### src/rtl/a2d_sched_pkg.sv
// Shared types for the A2D round scheduler: FSM states, channel slots and
// the ADC128S command-word builder.
package a2d_sched_pkg;

    typedef enum logic [2:0] {
        IDLE,
        SEL,
        WAIT_SEL,
        GAP,
        RD,
        WAIT_RD,
        STORE
    } state_t;

    // Slot order in a round; the value doubles as the vld bit position.
    typedef enum logic [1:0] {
        LFT  = 2'd0,
        RGHT = 2'd1,
        BATT = 2'd2
    } chan_t;

    function automatic logic [15:0] build_cmd(input logic [2:0] ch);
        return {2'b00, ch, 11'h000};
    endfunction

endpackage

### src/rtl/a2d_scheduler.sv
// Runs one left/right/battery conversion round through the A2D SPI master on
// every sample tick and holds the latest 12-bit results for the consumers.
module a2d_scheduler
    import a2d_sched_pkg::*;
#(
    parameter int          PERIOD_CYC  = 2**16,
    parameter int          GAP_CYC     = 8,
    parameter int          TIMEOUT_CYC = 4096,
    parameter logic [2:0]  CH_LFT      = 3'd0,
    parameter logic [2:0]  CH_RGHT     = 3'd4,
    parameter logic [2:0]  CH_BATT     = 3'd5
) (
    input  logic        clk,
    input  logic        rst,
    input  logic        en,
    output logic        wrt,
    output logic [15:0] cmd,
    input  logic        done,
    input  logic [15:0] rd_data,
    output logic [11:0] lft_ld,
    output logic [11:0] rght_ld,
    output logic [11:0] batt,
    output logic [2:0]  vld,
    output logic        rnd_done,
    output logic        overrun,
    output logic        tmo_err
);

    localparam int PW = $clog2(PERIOD_CYC);
    localparam int CW = $clog2((TIMEOUT_CYC > GAP_CYC) ? TIMEOUT_CYC : GAP_CYC) + 1;

    state_t         state_q, state_d;
    chan_t          idx_q, idx_d;
    logic [PW-1:0]  per_q, per_d;
    logic [CW-1:0]  cnt_q, cnt_d;
    logic           pend_q, pend_d;
    logic           wrt_q, wrt_d;
    logic [15:0]    cmd_q, cmd_d;
    logic [11:0]    lft_q, lft_d;
    logic [11:0]    rght_q, rght_d;
    logic [11:0]    batt_q, batt_d;
    logic [2:0]     vld_q, vld_d;
    logic           rnd_q, rnd_d;
    logic           ovr_q, ovr_d;
    logic           tmo_q, tmo_d;

    logic           tick;
    logic           consume;
    logic           cnt_tmo;
    logic [2:0]     cur_ch;
    logic           unused_rd_hi;

    // The upper read-data nibble carries no conversion bits.
    assign unused_rd_hi = ^rd_data[15:12];

    assign tick    = (per_q == PW'(PERIOD_CYC - 1));
    assign cnt_tmo = (cnt_q == CW'(TIMEOUT_CYC - 1));

    always_comb begin
        cur_ch = CH_BATT;
        case (idx_q)
            LFT:     cur_ch = CH_LFT;
            RGHT:    cur_ch = CH_RGHT;
            default: cur_ch = CH_BATT;
        endcase
    end

    always_comb begin
        state_d = state_q;
        idx_d   = idx_q;
        cnt_d   = cnt_q;
        cmd_d   = cmd_q;
        lft_d   = lft_q;
        rght_d  = rght_q;
        batt_d  = batt_q;
        vld_d   = vld_q;
        tmo_d   = tmo_q;
        wrt_d   = 1'b0;
        rnd_d   = 1'b0;
        consume = 1'b0;
        per_d   = tick ? '0 : per_q + PW'(1);

        case (state_q)
            IDLE: begin
                if (pend_q && en) begin
                    consume = 1'b1;
                    idx_d   = LFT;
                    state_d = SEL;
                end
            end
            SEL: begin
                wrt_d   = 1'b1;
                cmd_d   = build_cmd(cur_ch);
                cnt_d   = '0;
                state_d = WAIT_SEL;
            end
            // Data returned here belongs to the previously selected channel.
            WAIT_SEL: begin
                if (done) begin
                    cnt_d   = '0;
                    state_d = GAP;
                end else if (cnt_tmo) begin
                    tmo_d   = 1'b1;
                    state_d = IDLE;
                end else begin
                    cnt_d = cnt_q + CW'(1);
                end
            end
            GAP: begin
                if (cnt_q == CW'(GAP_CYC - 1)) begin
                    state_d = RD;
                end else begin
                    cnt_d = cnt_q + CW'(1);
                end
            end
            RD: begin
                wrt_d   = 1'b1;
                cnt_d   = '0;
                state_d = WAIT_RD;
            end
            WAIT_RD: begin
                if (done) begin
                    case (idx_q)
                        LFT:     lft_d  = rd_data[11:0];
                        RGHT:    rght_d = rd_data[11:0];
                        default: batt_d = rd_data[11:0];
                    endcase
                    vld_d[idx_q] = 1'b1;
                    state_d      = STORE;
                end else if (cnt_tmo) begin
                    tmo_d   = 1'b1;
                    state_d = IDLE;
                end else begin
                    cnt_d = cnt_q + CW'(1);
                end
            end
            STORE: begin
                case (idx_q)
                    LFT: begin
                        idx_d   = RGHT;
                        state_d = SEL;
                    end
                    RGHT: begin
                        idx_d   = BATT;
                        state_d = SEL;
                    end
                    default: begin
                        rnd_d   = 1'b1;
                        state_d = IDLE;
                    end
                endcase
            end
            default: state_d = IDLE;
        endcase

        // A tick landing on the consume cycle re-arms pending without overrun.
        pend_d = tick | (pend_q & ~consume);
        ovr_d  = ovr_q | (tick & pend_q & ~consume);
    end

    always_ff @(posedge clk) begin
        if (rst) begin
            state_q <= IDLE;
            idx_q   <= LFT;
            per_q   <= '0;
            cnt_q   <= '0;
            pend_q  <= 1'b0;
            wrt_q   <= 1'b0;
            cmd_q   <= 16'h0000;
            lft_q   <= 12'h000;
            rght_q  <= 12'h000;
            batt_q  <= 12'h000;
            vld_q   <= 3'b000;
            rnd_q   <= 1'b0;
            ovr_q   <= 1'b0;
            tmo_q   <= 1'b0;
        end else begin
            state_q <= state_d;
            idx_q   <= idx_d;
            per_q   <= per_d;
            cnt_q   <= cnt_d;
            pend_q  <= pend_d;
            wrt_q   <= wrt_d;
            cmd_q   <= cmd_d;
            lft_q   <= lft_d;
            rght_q  <= rght_d;
            batt_q  <= batt_d;
            vld_q   <= vld_d;
            rnd_q   <= rnd_d;
            ovr_q   <= ovr_d;
            tmo_q   <= tmo_d;
        end
    end

    assign wrt      = wrt_q;
    assign cmd      = cmd_q;
    assign lft_ld   = lft_q;
    assign rght_ld  = rght_q;
    assign batt     = batt_q;
    assign vld      = vld_q;
    assign rnd_done = rnd_q;
    assign overrun  = ovr_q;
    assign tmo_err  = tmo_q;

endmodule

### config.mk
export PLATFORM = sky130hd
export DESIGN_NAME = a2d_scheduler
export DESIGN_NICKNAME = d
export VERILOG_FILES = /design/src/rtl/a2d_sched_pkg.sv /design/src/rtl/a2d_scheduler.sv
export SDC_FILE = /design/constraint.sdc
export NUM_CORES = 1
export LEC_CHECK = 0
export BUFFER_PORTS_ARGS = -buffer_cell sky130_fd_sc_hd__buf_2
export CORE_AREA = 5 5 96 98
export DETAILED_ROUTE_END_ITERATION = 10
export DIE_AREA = 0 0 101 103
export GPL_ROUTABILITY_DRIVEN = 0
export PLACE_DENSITY = 0.77
export SLEW_MARGIN = 20
export SYNTH_ARGS = -nofsm -noshare
export SYNTH_HDL_FRONTEND = slang
export SYNTH_SLANG_ARGS = --single-unit
### constraint.sdc
create_clock -name clk -period 1.9 [get_ports clk]
set_input_delay 0 -clock clk [delete_from_list [all_inputs] [get_ports clk]]
set_output_delay 0 -clock clk [all_outputs]
set_load 0.1 [all_outputs]
# After elaboration in Yosys (flattened, before gate mapping)
# Index checks and enable logic that the tools add are counted.
totals:
  regBits: 81
  latch_bits: 0
  ram_bits: 0
  mem_bits_ro: 0
  in_bits: 20
  out_inout_bits: 59
  wordCells: 84
  n_memories: 0
op_classes:
  addsub: 2
  multipliers: 0
  n_div: 0
  order_cmp: 2
  eq_ne: 15
  shift: 0
  n_mux: 22
  n_bitwise: 10
  reduce_logical: 19
ops:
  columns: ["cell", "count"]
  rows:
  - ["13-bit two-way mux", 4]
  - ["13-bit case mux with 4 select lines", 1]
  - ["3-bit case mux with 7 select lines", 1]
  - ["3-bit AND reduction", 6]
  - ["16-bit by 1-bit adder with 16-bit output, second input constant", 1]
  - ["16-bit == test, second input constant", 1]
  - ["3-bit two-way mux", 5]
  - ["13-bit by 1-bit adder with 13-bit output, second input constant", 1]
  - ["13-bit by 12-bit == test with 1-bit output, second input constant", 1]
  - ["13-bit by 3-bit == test with 1-bit output, second input constant", 1]
  - ["2-bit OR reduction", 5]
  - ["3-bit == test, second input constant", 3]
  - ["2-bit != test, second input constant", 4]
  - ["2-bit case mux with 2 select lines", 2]
  - ["3-bit by 2-bit == test with 1-bit output, second input constant", 2]
  - ["1-bit two-way mux", 6]
  - ["3-bit case mux with 2 select lines", 1]
  - ["1-bit inverter", 4]
  - ["2-bit AND reduction", 2]
  - ["4-bit nonzero test", 1]
  - ["1-bit AND", 3]
  - ["3-bit by 1-bit == test with 1-bit output, second input constant", 1]
  - ["3-bit logical NOT", 1]
  - ["2-bit by 3-bit < comparator with 1-bit output, second input constant", 1]
  - ["other kinds (10)", 12]

# Depth between registers and ports, before layout
depth:
  ltp_word: 6
  depth_mapped: 7
  ltp_nobuf: 6

# Least setup slack after synthesis
# No wires, ideal clock.
synth_timing:
  kind: "register -> register"
  start: "register cnt_q[0]"
  end: "register cnt_q[3]"
  setup_ns: 0.091
  arrival_time_ns: 1.682
  t_required_ns: 1.809
  path_slack_ns: 0.127
  stages_incl_launch_ff: 8
  n_path_buf: 1
  period_less_slack_ns: 1.773
  path_cell_list: "dfxtp_1 ha_1 and4bb_2 and4_4 nor3_2 buf_4 a31oi_1 a311oi_1"
synth_via:
  elab_chain_len: 4
  elab_cells_between_ends: 10
  cone_classes: "1 x add/sub; 3 x eq/ne; 5 x mux; 1 x reduce/logical"
synth_rtl:
  columns: ["element", "line", "rtl"]
  rows:
  - ["start: declaration", "a2d_scheduler.sv:35", "logic [CW-1:0] cnt_q, cnt_d;"]
  - ["start signal: assignment", "a2d_scheduler.sv:181", "cnt_q <= cnt_d;"]
  - ["13-bit by 1-bit adder with 13-bit output or 13-bit by 12-bit == test with 1-bit output (tied branches)", null, null]
  - ["13-bit two-way mux", "a2d_scheduler.sv:102, a2d_scheduler.sv:130", null]
  - ["13-bit two-way mux, on equally long branches", "a2d_scheduler.sv:122, a2d_scheduler.sv:99", null]
  - ["13-bit case mux with 4 select lines", "a2d_scheduler.sv:83", "case (state_q)"]
# Several ways; a longest one is shown, not always the timed one. The select of a mux whose other input is x is not followed.
# A chain may end at the register's enable or synchronous reset.

# Worst setup path in the final report
layout_timing:
  start: "register cnt_q[1]"
  end: "register cnt_q[11]"
# The elaborated chain is that of the path after synthesis.

==> metrics.txt <==
Yosys top cell by area=dfxtp_1; slowest cell on the critical path=dfxtp_1; CP startpoint kind=register; WP data required=2.16 ns; Slew @ Worst Pin=0.635 ns; Worst Setup End Kind=register; fin crit period=1.79 ns; max-slew violation count=0; Int Pwr=2340 µW; power share of the combinational group=0.140; DR WL met3=565 µm; Final setup viols=0; initial DRC count=~220; vias in the first global route=~3200; Yosys reg bits=80; fmax=558 MHz; # rows=34; DP Worst Slack=-0.0633 ns; FFs w/ async S/R, synth=0; Initial Utilization=0.431; Final HPWL DP=6250 µm; CP bufs+invs=1; top cell type's share of synthesized area=0.444; Synth Flop Type=dfxtp_1; unrepaired setup endpoints after global routing=false; PwrDens=755 nW/µm²; PnR worst setup slack=0.109 ns; antenna cells=0; Area growth, synth to finish=24.5%; setup_tns=0 ns; initial antenna violation count=0; First-pass DRT Iterations=5; outcome=completed; final hold violation count=0; Post-Route WL=9160 µm; total grt overflow=0; Worst Skew=0.00962 ns; worst stage delay on the critical path=0.37 ns; Post-synth EDFFs=0; global-route wire length before repair=15000 µm; die area=10400 µm²; port bufs=60; top cells by area, synth=dfxtp_1 (44%), nand2_1 (7.3%), a21oi_1 (5.5%); Worst Reg2Reg Path Length in Cells=7; sequential fraction of the synthesis area=0.444; instance count on the critical path=7; top cells by count, synth=dfxtp_1 (80), nand2_1 (70), nor2_1 (51), a21oi_1 (40); FILL cells=746; Wirelength per Cell=14.5 µm; deepest clock path buffer count=2; CP delay by family, top=simple AND/OR/NAND/NOR gates; via/cell ratio=5.32; root buffer cell=clkbuf_8; hold path depth=5; worst-path maximum fanout=12; all-layer global routing usage=0.179; routed vias=3353; crit path DAT=2.05 ns; Netlist cell types=58; IO Count=between 70 and 80; cell area after synthesis=3610 µm²; Slew HR=0.577; final std cells w/o fill=630; Reg power frac=0.506; met2 wire len=approximately 4500 µm; H-tree depth=3; # DRC=0; Clock Latency Late Sink=0.37 ns; CTS tree=done; Ys Warns=0; Num CTS Buffers=9; Die Y-Extent=just over 100 µm; Worst-path clk slew=approximately 0.090 ns; Worst VDD drop=0.434 mV; pin count of the biggest net entering global routing=62; sw power=around 1100 µW; CP Class=reg -> reg; most common cell in the synthesized netlist=dfxtp_1; Post-Place Cells=between 600 and 700; HP Class=in -> reg; Chip Width=101 µm; Avg Cell Area, Syn=8.51 µm²; Met1 Wirelength=3900 µm; core area=about 8400 µm²; Final Cycle Share=0.942; Lkg Pwr=0.00177 µW; top layer in use=met4; layout cells sized above 1=0.251; total power=3390 µW; Nets=~540; Synth Instances=424; Sink Count=80; switching share of power=0.310; worst-path cell chain=ha_4 -> and4bb_2 -> and4_4 -> nor3_2 -> buf_6 -> and3_1 -> o221a_2; maxcap violations=0; DRT antenna net count=0; Clk pwr share=0.354
metrics by stage:
step | hold slack, ns | util | area (µm²)
after floorplan | 0.136 | - | 3660
after detailed placement | 0.270 | 0.495 | 4150
after CTS | 0.0336 | 0.532 | 4460
after global placement | 0.263 | 0.495 | 4150
after global routing | 0.0366 | 0.536 | 4490
final | 0.0283 | 0.536 | 4490
state kept, by name, summed over array words and instances (netlist names):
name and flops:
rnd_done 1, cnt_q 13, idx_q 2, vld 3, overrun 1, per_q 16, wrt 1, pend_q 1
batt 12, rght_ld 12, cmd 2, lft_ld 12, state_q 3, tmo_err 1
logic make-up after synthesis:
kind of cell | after synthesis | share of synthesized area
and+or+nand+nor | 189 | 0.255
AOI/OAI and AO/OA | 79 | 0.143
other | 1 | 0.00104
adders and majority gates | 2 | 0.00693
DFF | 80 | 0.444
xor gates and xnor gates | 16 | 0.0388
buffers and inverters | 42 | 0.0697
muxes | 15 | 0.0420
cell usage in the layout, fill, tap and decap left out, types with 3 or more instances in the layout:
master          n
nand2_1        70
mux2i_1        14
a31oi_1         5
xor2_1         10
o21ai_0         7
buf_4          30
clkbuf_8        9
dlygate4sd3_1  12
nor2_1         50
dfxtp_2         3
a311oi_1        5
buf_12          3
nor3_1         12
and3_1          6
and4_1          3
inv_1           5
a211oi_1        3
conb_1         14
dfxtp_1        77
xnor2_1         6
nand3_1        15
a21oi_1        40
buf_2          60
nand4_1         8
metal layers:
metal,GRT usage,up-vias
li1,-,1636
met1,0.224,1574
met2,0.295,116
met3,0.0460,27
met4,0.0746,0
met5,0,-
worst reg2reg max path, delay by kind of cell (launching register included):
kind	cells	cell delay, ns
AOI/OAI and AO/OA	1	0.25
and+or+nand+nor	4	0.75
adders and majority gates	1	0.18
DFF	1	0.37
buffers and inverters	1	0.15
path summary, 6_finish.rpt:
path / startpoint / endpoint / slack, ns
setup / recovery: cnt_q[1] / cnt_q[11] / 0.11
hold / removal: en / state_q[0] / 0.03
setup reg to reg: cnt_q[1] / cnt_q[11] / 0.11
hold reg to reg: lft_ld[7] / lft_ld[7] / 0.45
area by class of cell:
| type | instances | area [µm²] | share of cell area |
|---|---|---|---|
| Multi-Input combinational cell | 315 | 1830 | 0.408 |
| Tap cell | 108 | 135 | 0.0301 |
| Sequential cell | 80 | 1610 | 0.357 |
| Timing Repair Buffer | 106 | 717 | 0.160 |
| Clock buffer | 9 | 124 | 0.0276 |
| Clock inverter | 7 | 62.6 | 0.0139 |
| Inverter | 5 | 18.8 | 0.00418 |
power groups by stage:
stage          logic, µW  registers [µW]  clock network (µW)
2_1_floorplan        341            1760                   0
3_3_place_gp         436            1750                   0
3_5_place_dp         440            1750                   0
4_1_cts              462            1710                1220
5_1_grt              505            1720                1300
6_report             474            1720                1200
what timing repair did:
action / in CTS / in global routing
pin swaps: 0 / 1
hold endpoints to repair: 36 / 0
hold buffers: 12 / 0
resized for setup: 3 / 7
setup endpoints to repair: 16 / 7
buffers inserted: 0 / 1
No activity file was read; power rests on OpenSTA's default activity.
